<file path="src/rtl/ifns_decode_sched_if.sv">
// ifns_decode_sched_if
// Bundles the lane-side and output-side handshakes of the IFNS decode
// scheduler so they travel as one port.
//   Lane side   : in_valid[N_LANES], in_code[17*N_LANES], in_ready[N_LANES]
//   Output side : out_valid, out_ready, out_value[12], out_lane[LW],
//                 dec_count[16]
// Modports:
//   master - the environment (deserialisers + consumer) driving the block
//   slave  - the scheduler itself
interface ifns_decode_sched_if #(
  parameter int N_LANES = 4,
  parameter int LW      = 3
);
  logic [N_LANES-1:0]    in_valid;
  logic [17*N_LANES-1:0] in_code;
  logic [N_LANES-1:0]    in_ready;
  logic                  out_valid;
  logic                  out_ready;
  logic [11:0]           out_value;
  logic [LW-1:0]         out_lane;
  logic [15:0]           dec_count;

  modport master (
    output in_valid, in_code, out_ready,
    input  in_ready, out_valid, out_value, out_lane, dec_count
  );

  modport slave (
    input  in_valid, in_code, out_ready,
    output in_ready, out_valid, out_value, out_lane, dec_count
  );
endinterface

</file>
<file path="src/rtl/ifns_decode_sched.sv">
// ifns_decode_sched
// Shares one 17-bit -> 12-bit IFNS decoder core between N_LANES receive
// lanes. A round-robin arbiter grants at most one lane per cycle whenever
// the single output stage can accept a word; the granted codeword is muxed
// into the core and its decoded value is registered together with the lane
// index.
// Ports:
//   clk  - rising-edge clock
//   rst  - synchronous, active-high reset
//   bus  - ifns_decode_sched_if.slave: lane valid/code/ready, output
//          valid/ready/value/lane and the accepted-word counter dec_count
module ifns_decode_sched #(
  parameter int N_LANES = 4,
  parameter int LW      = 3
) (
  input logic                clk,
  input logic                rst,
  ifns_decode_sched_if.slave bus
);

  // Weight of codeword bit i (bit 0 = d1). The last weight is 2584, not the
  // Fibonacci continuation, which is how this code family is defined.
  localparam logic [11:0] WEIGHTS [17] = '{
    12'd1,   12'd1,   12'd2,   12'd3,   12'd5,   12'd8,   12'd13,
    12'd21,  12'd34,  12'd55,  12'd89,  12'd144, 12'd233, 12'd377,
    12'd610, 12'd987, 12'd2584
  };

  logic [LW-1:0]      rr_ptr;
  logic [LW-1:0]      grant_idx;
  logic [LW-1:0]      next_ptr;
  logic               grant_any;
  logic [N_LANES-1:0] grant;
  logic               can_load;
  logic [16:0]        core_code;
  logic [11:0]        core_value;
  int                 lane;

  // The output stage can take a new word if it is empty or being drained.
  assign can_load = !bus.out_valid || bus.out_ready;

  // Circular priority search starting at rr_ptr. The first hit wins; the
  // grant_any flag blocks later hits in the same pass.
  always_comb begin
    // NOTE: every signal written here gets a default first, so no path can
    // leave one unassigned and infer a latch.
    grant     = '0;
    grant_idx = '0;
    grant_any = 1'b0;
    lane      = 0;
    if (!rst && can_load) begin
      for (int k = 0; k < N_LANES; k++) begin
        lane = int'(rr_ptr) + k;
        if (lane >= N_LANES) lane = lane - N_LANES;
        if (!grant_any && bus.in_valid[lane]) begin
          grant_any   = 1'b1;
          grant_idx   = LW'(lane);
          grant[lane] = 1'b1;
        end
      end
    end
  end

  assign bus.in_ready = grant;

  // Single shared decoder core fed from the granted lane.
  assign core_code = bus.in_code[17*int'(grant_idx) +: 17];

  always_comb begin
    core_value = '0;
    for (int i = 0; i < 17; i++) begin
      if (core_code[i]) core_value = core_value + WEIGHTS[i];
    end
  end

  assign next_ptr = (grant_idx == LW'(N_LANES - 1)) ? '0 : grant_idx + 1'b1;

  // A grant overrides a drain: the new word replaces the old one with no
  // bubble. Without a grant, a drain only clears out_valid; value and lane
  // keep their last contents.
  always_ff @(posedge clk) begin
    // NOTE: sequential state uses non-blocking assignments so every register
    // samples the pre-edge values regardless of statement order.
    if (rst) begin
      bus.out_valid <= 1'b0;
      bus.out_value <= '0;
      bus.out_lane  <= '0;
      bus.dec_count <= '0;
      rr_ptr        <= '0;
    end else if (grant_any) begin
      bus.out_valid <= 1'b1;
      bus.out_value <= core_value;
      bus.out_lane  <= grant_idx;
      bus.dec_count <= bus.dec_count + 16'd1;
      rr_ptr        <= next_ptr;
    end else if (bus.out_ready) begin
      bus.out_valid <= 1'b0;
    end
  end

endmodule

</file>
<file path="src/flat_wrapper.sv">
// flat-port wrapper written by rule: the top's interface ports become plain ports
module ifns_decode_sched_flat 
#(
  parameter int N_LANES = 4,
  parameter int LW      = 3
)
  (clk, rst, bus_in_valid, bus_in_code, bus_out_ready, bus_in_ready, bus_out_valid, bus_out_value, bus_out_lane, bus_dec_count);
  ifns_decode_sched_if #(.N_LANES(N_LANES), .LW(LW)) bus_i ();
  input logic clk;
  input logic rst;
  input wire logic [$bits(bus_i.in_valid)-1:0] bus_in_valid;
  input wire logic [$bits(bus_i.in_code)-1:0] bus_in_code;
  input wire logic [$bits(bus_i.out_ready)-1:0] bus_out_ready;
  output wire logic [$bits(bus_i.in_ready)-1:0] bus_in_ready;
  output wire logic [$bits(bus_i.out_valid)-1:0] bus_out_valid;
  output wire logic [$bits(bus_i.out_value)-1:0] bus_out_value;
  output wire logic [$bits(bus_i.out_lane)-1:0] bus_out_lane;
  output wire logic [$bits(bus_i.dec_count)-1:0] bus_dec_count;
  assign bus_i.in_valid = bus_in_valid;
  assign bus_i.in_code = bus_in_code;
  assign bus_i.out_ready = bus_out_ready;
  assign bus_in_ready = bus_i.in_ready;
  assign bus_out_valid = bus_i.out_valid;
  assign bus_out_value = bus_i.out_value;
  assign bus_out_lane = bus_i.out_lane;
  assign bus_dec_count = bus_i.dec_count;
  ifns_decode_sched #(.N_LANES(N_LANES), .LW(LW)) u_core (.clk(clk), .rst(rst), .bus(bus_i));
endmodule
</file>
<file path="config.mk">
export PLATFORM = sky130hd
export DESIGN_NAME = ifns_decode_sched_flat
export DESIGN_NICKNAME = d
export VERILOG_FILES = /design/src/rtl/ifns_decode_sched_if.sv /design/src/rtl/ifns_decode_sched.sv /design/src/flat_wrapper.sv
export SDC_FILE = /design/constraint.sdc
export NUM_CORES = 1
export LEC_CHECK = 0
export CORE_ASPECT_RATIO = 0.6
export CORE_MARGIN = 2
export CORE_UTILIZATION = 35
export CTS_CLUSTER_SIZE = 12
export DETAILED_ROUTE_END_ITERATION = 12
export PLACE_DENSITY = 0.62
export REMOVE_ABC_BUFFERS = 1
export SLEW_MARGIN = 20
export SYNTH_ARGS = -nofsm -noshare
export SYNTH_HDL_FRONTEND = slang
export SYNTH_SLANG_ARGS = --single-unit
</file>
<file path="constraint.sdc">
create_clock -name clk -period 13.7 [get_ports clk]
set_input_delay 3.425 -clock clk [delete_from_list [all_inputs] [get_ports clk]]
set_output_delay 3.425 -clock clk [all_outputs]
set_load 0.02 [all_outputs]
</file>
## After elaboration in Yosys (flattened, before gate mapping)

Index checks and enable logic that the tools add are counted.

| operators by class | value |
|---|---|
| mux-type cells | 69 |
| eq/ne operators | 1 |
| reductions and logical operators | 15 |
| shift operators | 1 |
| multiply operators | 1 |
| bitwise logic cells | 3 |
| add/sub/neg operators | 25 |
| order comparisons | 12 |
| div/mod/pow operators | 0 |

Operator list:

| cell | count |
|---|---|
| 32-bit two-way mux | 8 |
| 12-bit two-way mux | 16 |
| 32-bit by 1-bit greater-or-equal comparator with 1-bit output, second input constant | 4 |
| 32-bit by 4-bit < comparator with 1-bit output, second input constant | 4 |
| 32-bit by 4-bit greater-or-equal comparator with 1-bit output, second input constant | 3 |
| 32-bit by 4-bit subtractor with 32-bit output, second input constant | 3 |
| 68-bit by 32-bit indexed part select with 17-bit output | 1 |
| 4-bit two-way mux | 8 |
| 12-bit by 10-bit adder with 12-bit output, second input constant | 2 |
| 12-bit by 2-bit adder with 12-bit output, second input constant | 2 |
| 12-bit by 4-bit adder with 12-bit output, second input constant | 2 |
| 12-bit by 6-bit adder with 12-bit output, second input constant | 2 |
| 12-bit by 8-bit adder with 12-bit output, second input constant | 2 |
| 1-bit two-way mux | 23 |
| 3-bit two-way mux | 6 |
| 16-bit by 1-bit adder with 16-bit output, second input constant | 1 |
| 12-bit adder, second input constant | 1 |
| 12-bit by 3-bit adder with 12-bit output, second input constant | 1 |
| 12-bit by 5-bit adder with 12-bit output, second input constant | 1 |
| 12-bit by 7-bit adder with 12-bit output, second input constant | 1 |
| 12-bit by 9-bit adder with 12-bit output, second input constant | 1 |
| 4-bit bitwise OR | 3 |
| 3-bit by 2-bit adder with 4-bit output, second input constant | 2 |
| 1-bit binary-select mux with 2-bit select | 4 |
| 12 further kinds | 26 |

| word-level totals | value |
|---|---|
| memory bits (read-only) | 0 |
| input bits | 75 |
| output and inout bits | 36 |
| latch bits | 0 |
| memory bits (writable) | 0 |
| register bits after elaboration | 35 |
| memories | 0 |

## Longest topological paths before layout

| depth | value |
|---|---|
| depth after elaboration | 56 |
| gate-level depth with buffers | 55 |

## Worst setup path before layout

OpenSTA, ideal clock, no wires.

| timing | value |
|---|---|
| path type | input to register |
| start point | in bus_in_valid[0] |
| end point | reg u_core.bus.out_value[11] |
| library setup time | 74 ps |
| arrival | 13806 ps |
| path buffers | 2 |
| setup slack | -180 ps |
| cell stages on the path | 45 |
| path through | mux4_2 -> nor2b_1 -> o211a_1 -> nor2_4 -> buf_2 -> buf_1 -> mux4_2 -> and2_1 -> ha_1 -> ha_1 -> or4_1 -> nand2_1 -> ha_1 -> nor2_1 -> a31oi_1 -> ha_1 -> nand3b_1 -> o31a_1 -> [... 9 more ...] -> a21o_1 -> nor2_1 -> or3_1 -> and2_4 -> ha_1 -> nand2_1 -> xnor3_1 -> and4_4 -> a311o_2 -> a31oi_4 -> xor2_2 -> or3_1 -> xnor2_2 -> nor2_1 -> and4_1 -> o211a_1 -> or4_1 -> a31oi_1 |

| between the ends | value |
|---|---|
| cells in the longest elaborated chain, start to end | 52 |

Ends and longest elaborated chain:

| what | line | RTL |
|---|---|---|
| from (decl) | flat_wrapper.sv:11 | `input wire logic [$bits(bus_i.in_valid)-1:0] bus_in_valid;` |
| 1-bit binary-select mux with 2-bit select | ifns_decode_sched.sv:55 | `if (!grant_any && bus.in_valid[lane]) begin` |
| 1-bit two-way mux (implied by the code) (2 in a row) | ifns_decode_sched.sv:55 |  |
| 1-bit two-way mux | ifns_decode_sched.sv:55 |  |
| 1-bit two-way mux | ifns_decode_sched.sv:51 | `if (!rst && can_load) begin` |
| 1-bit zero test | ifns_decode_sched.sv:55 |  |
| 1-bit logical AND | ifns_decode_sched.sv:55 |  |
| 1-bit two-way mux | ifns_decode_sched.sv:55 |  |
| 1-bit two-way mux | ifns_decode_sched.sv:51 |  |
| [... 35 more ...] | - |  |
| 12-bit by 9-bit adder with 12-bit output | ifns_decode_sched.sv:72 | `if (core_code[i]) core_value = core_value + WEIGHTS[i];` |
| 12-bit two-way mux | ifns_decode_sched.sv:72 |  |
| 12-bit by 10-bit adder with 12-bit output | ifns_decode_sched.sv:72 |  |
| 12-bit two-way mux | ifns_decode_sched.sv:72 |  |
| 12-bit by 10-bit adder with 12-bit output | ifns_decode_sched.sv:72 |  |
| 12-bit two-way mux | ifns_decode_sched.sv:72 |  |
| 12-bit adder | ifns_decode_sched.sv:72 |  |
| 12-bit two-way mux | ifns_decode_sched.sv:72 |  |
| to (signal assigned) | ifns_decode_sched.sv:92 | `bus.out_value <= core_value;` |
| to (decl) | ifns_decode_sched_if.sv:30 | `output in_ready, out_valid, out_value, out_lane, dec_count` |

Parallel ways exist; a longest one is shown, timed or not. The select of a mux whose other input is x is not followed.
A chain may end at the register's enable or synchronous reset.

## Final worst setup path

| timing | value |
|---|---|
| start point | in bus_in_valid[2] |
| end point | reg u_core.bus.out_value[11] |

The elaborated chain is that of the path after synthesis.

==> results.tsv <==
stage	metric	value	unit
clock_network	CTS tree	done	
logic_synthesis	Gate Count Post-Synth	694	
placement	PortBufs	110	
setup_path	Worst R2R Path Depth	47	
clock_network	root buffer cell	clkbuf_16	
finish	nets	934	
die	Starting Density	35.5	%
logic_synthesis	Netlist cell types	97	
detailed_routing	total wire length	16700	µm
sta	Fmax	0.0751	GHz
sta	final setup fails	0	
sta	post-layout min period	13310	ps
global_route	grt ovf	0	
worst_hold_path	cell count of the worst hold path	2	
finish	Diodes inserted	0	
die	IO Count	111	
worst_hold_path	hold worst-path end	u_core.bus.out_lane[2]	
setup_path	Crit path largest cell delay	540	ps
sta	Final Hold Viols	0	
clock_network	Clock transition at path regs	50	ps
detailed_routing	remaining routing DRC violations	0	
setup_path	CP Buf/Inv Count	3	
logic_synthesis	synthesized area	5720	µm²
setup_path	CP Max Fanout	6	
detailed_routing	initial DRC count	435	
finish	Core Util, Final	47.2	%
setup_path	cell repeated most along the worst path	ha_1	
global_route	vias in the first global route	5224	
logic_synthesis	Post-synth EDFFs	0	
logic_synthesis	Post-synth ARST share	0	%
global_route	first-pass GRT wire length	26900	µm
clock_network	Max H-tree Level	2	
setup_path	Worst path slowest cell	or4_4	
worst_hold_path	Hold Crit Class	reg -> reg	
detailed_routing	ANT nets after route	0	
setup_path	CP endpoint kind	flip-flop	
detailed_routing	DR vias/cell	5.46	
clock_network	Max Buffers Root-to-Sink	2	
die	Die X	169	µm
global_route	gr usage total	18.8	%
setup_path	worst reg2reg setup slack	2040	ps
logic_synthesis	Ys Warns	0	
clock_network	Worst-Skew Late Latency	280	ps
detailed_routing	TritonRoute pass-1 iters	5	
worst_hold_path	hold path start	u_core.bus.out_lane[2]	
sta	clk_skew	3.02	ps
placement	Final Wtd Congestion	0.850	
sta	max-slew violations	0	
global_route	initial antenna violation count	0	
sta	Slew HR	38.6	%
setup_path	Worst Setup Start Kind	input port	
finish	area delta synth->final	32.9	%
sta	worst slew pin tran	920	ps
setup_path	CP arrival	13520	ps
detailed_routing	via count	5682	
setup_path	Top Family by Delay on Critical Path	simple AND/OR/NAND/NOR gates	
clock_network	Sink Count	35	
setup_path	worst path required time	13900	ps
die	area of the core	16100	µm²
setup_path	Crit Path Class	in -> reg	
clock_network	Post-CTS Hold Buffers	0	
finish	layout cells sized above 1	19.5	%
status	status	finished, final reports clean	
logic_synthesis	flops & latches, synth	35	
logic_synthesis	syn_area_per_cell	8.24	µm²
die	Row Count	36	
logic_synthesis	sequential cell area fraction in the yosys report	12.3	%
clock_network	cts bufs inserted	5	
run	Max-Cap Viols	0	
sta	fin crit share	97.2	%
logic_synthesis	Main synth FF type	dfxtp_1	
setup_path	worst r2r dst	u_core.bus.out_value[11]	
setup_path	reg2reg start	u_core.rr_ptr[0]	
global_route	pin count of the biggest net entering global routing	28	
detailed_routing	WL per Instance	16.0	µm
die	die area	17400	µm²
placement	DP HPWL	13400	µm
die	Die Span Y	103	µm
## worst max path at each step
stage                                from                        to  slack (ps)  cells after the start
after CTS                 bus_in_valid[0]  u_core.bus.out_value[11]          40                     42
after global routing      bus_in_valid[2]  u_core.bus.out_value[11]         -10                     45
after detailed placement  bus_in_valid[0]  u_core.bus.out_value[11]        -280                     44
after global placement    bus_in_valid[0]  u_core.bus.out_value[11]         -80                     44
final                     bus_in_valid[2]  u_core.bus.out_value[11]         390                     45
after floorplan           bus_in_valid[0]  u_core.bus.out_value[11]         140                     43
## per-stage QoR
stage | hold slack (ps) | area [µm²] | instances | setup slack, ps | TNS, ps
after floorplan | 515 | 5550 | 666 | 139 | 0
after global placement | 443 | 7270 | 1032 | -79.7 | -113
after detailed placement | 451 | 7270 | 1032 | -282 | -469
after CTS | 460 | 7420 | 1038 | 43.0 | 0
after global routing | 472 | 7590 | 1041 | -11.1 | -11.1
final | 457 | 7590 | 1041 | 385 | 0
## routing by layer
metal | part of all wire, % | global-route usage [%] | vias up
li1 | - | - | 2889
met1 | 55 | 30.7 | 2668
met2 | 41 | 27.1 | 125
met3 | 3.9 | 2.11 | 0
met4 | 0 | 0.723 | 0
met5 | 0 | 0 | -
## flip-flops by register name, summed over array words and instances (netlist names)
signal / flops
u_core.bus.dec_count: 16
u_core.bus.out_lane: 3
u_core.bus.out_valid: 1
u_core.bus.out_value: 12
u_core.rr_ptr: 3
## area by class of cell
class	count	area (µm²)
Fill cell	1544	8490
Multi-Input combinational cell	615	4970
Timing Repair Buffer	160	1480
Sequential cell	35	701
Tap cell	209	262
Clock buffer	6	129
Inverter	16	60.1
## cells by family (layout without fill, tap and decap cells)
logic type / after synthesis / in the layout / synth area share (%)
xor gates and xnor gates: 84 / 84 / 16.4
and+or+nand+nor: 281 / 281 / 25.5
DFF: 35 / 35 / 12.3
adders and majority gates: 26 / 26 / 5.69
buffers and inverters: 44 / 182 / 3.96
muxes: 44 / 44 / 12.2
AOI/OAI and AO/OA: 180 / 180 / 24.0
## tightest hold or removal path, cell delays in order (launching register included)
cell	delay, ps
dfxtp_1	300
nand2_1	50
a21oi_1	50
## layout by cell type (no fill, tap or decap), types with 6 or more instances in the layout
| cell | n |
|---|---|
| nor3_2 | 9 |
| a31oi_1 | 9 |
| dfxtp_1 | 35 |
| nand4_1 | 7 |
| xnor2_2 | 6 |
| xnor3_1 | 8 |
| and2_1 | 20 |
| mux2_2 | 6 |
| nand3_1 | 30 |
| o21ai_0 | 17 |
| ha_1 | 24 |
| xor2_1 | 22 |
| nor2b_1 | 10 |
| mux4_2 | 18 |
| a21o_1 | 8 |
| and3_1 | 14 |
| buf_4 | 49 |
| nand2_1 | 77 |
| o31ai_1 | 7 |
| o21a_1 | 8 |
| or3_1 | 6 |
| mux2i_1 | 15 |
| nor3_1 | 12 |
| o211ai_1 | 7 |
| clkdlybuf4s50_1 | 106 |
| xnor2_1 | 38 |
| a21oi_1 | 39 |
| nor2_1 | 49 |
| inv_1 | 14 |
| nand2b_1 | 10 |
## Yosys cell counts (10+ instances only)
cell      instances  share of area [%]
nand2_1          77                5.1
nand2b_1         10                1.1
o21ai_0          19                1.7
ha_1             26                5.7
nor2_1           49                3.2
and2_1           21                2.3
nor3_1           16                1.4
mux2i_1          15                2.6
dfxtp_1          35                 12
mux4_2           18                7.1
nand3_1          30                2.6
nor2b_1          10                1.1
inv_1            14               0.92
and3_1           14                1.5
a21oi_1          42                3.7
xor2_1           24                3.7
xnor2_1          43                6.6
## what timing repair did
action	in CTS	in global routing
buffers inserted	0	3
pin swaps	0	11
gates resized for setup	3	38
gates cloned	0	0
setup endpoints to repair	1	5
hold endpoints to repair	0	0
Power is left out: the tool's default activity adds up to more than one toggle a clock period on the data nets, which glitch-free logic cannot reach.
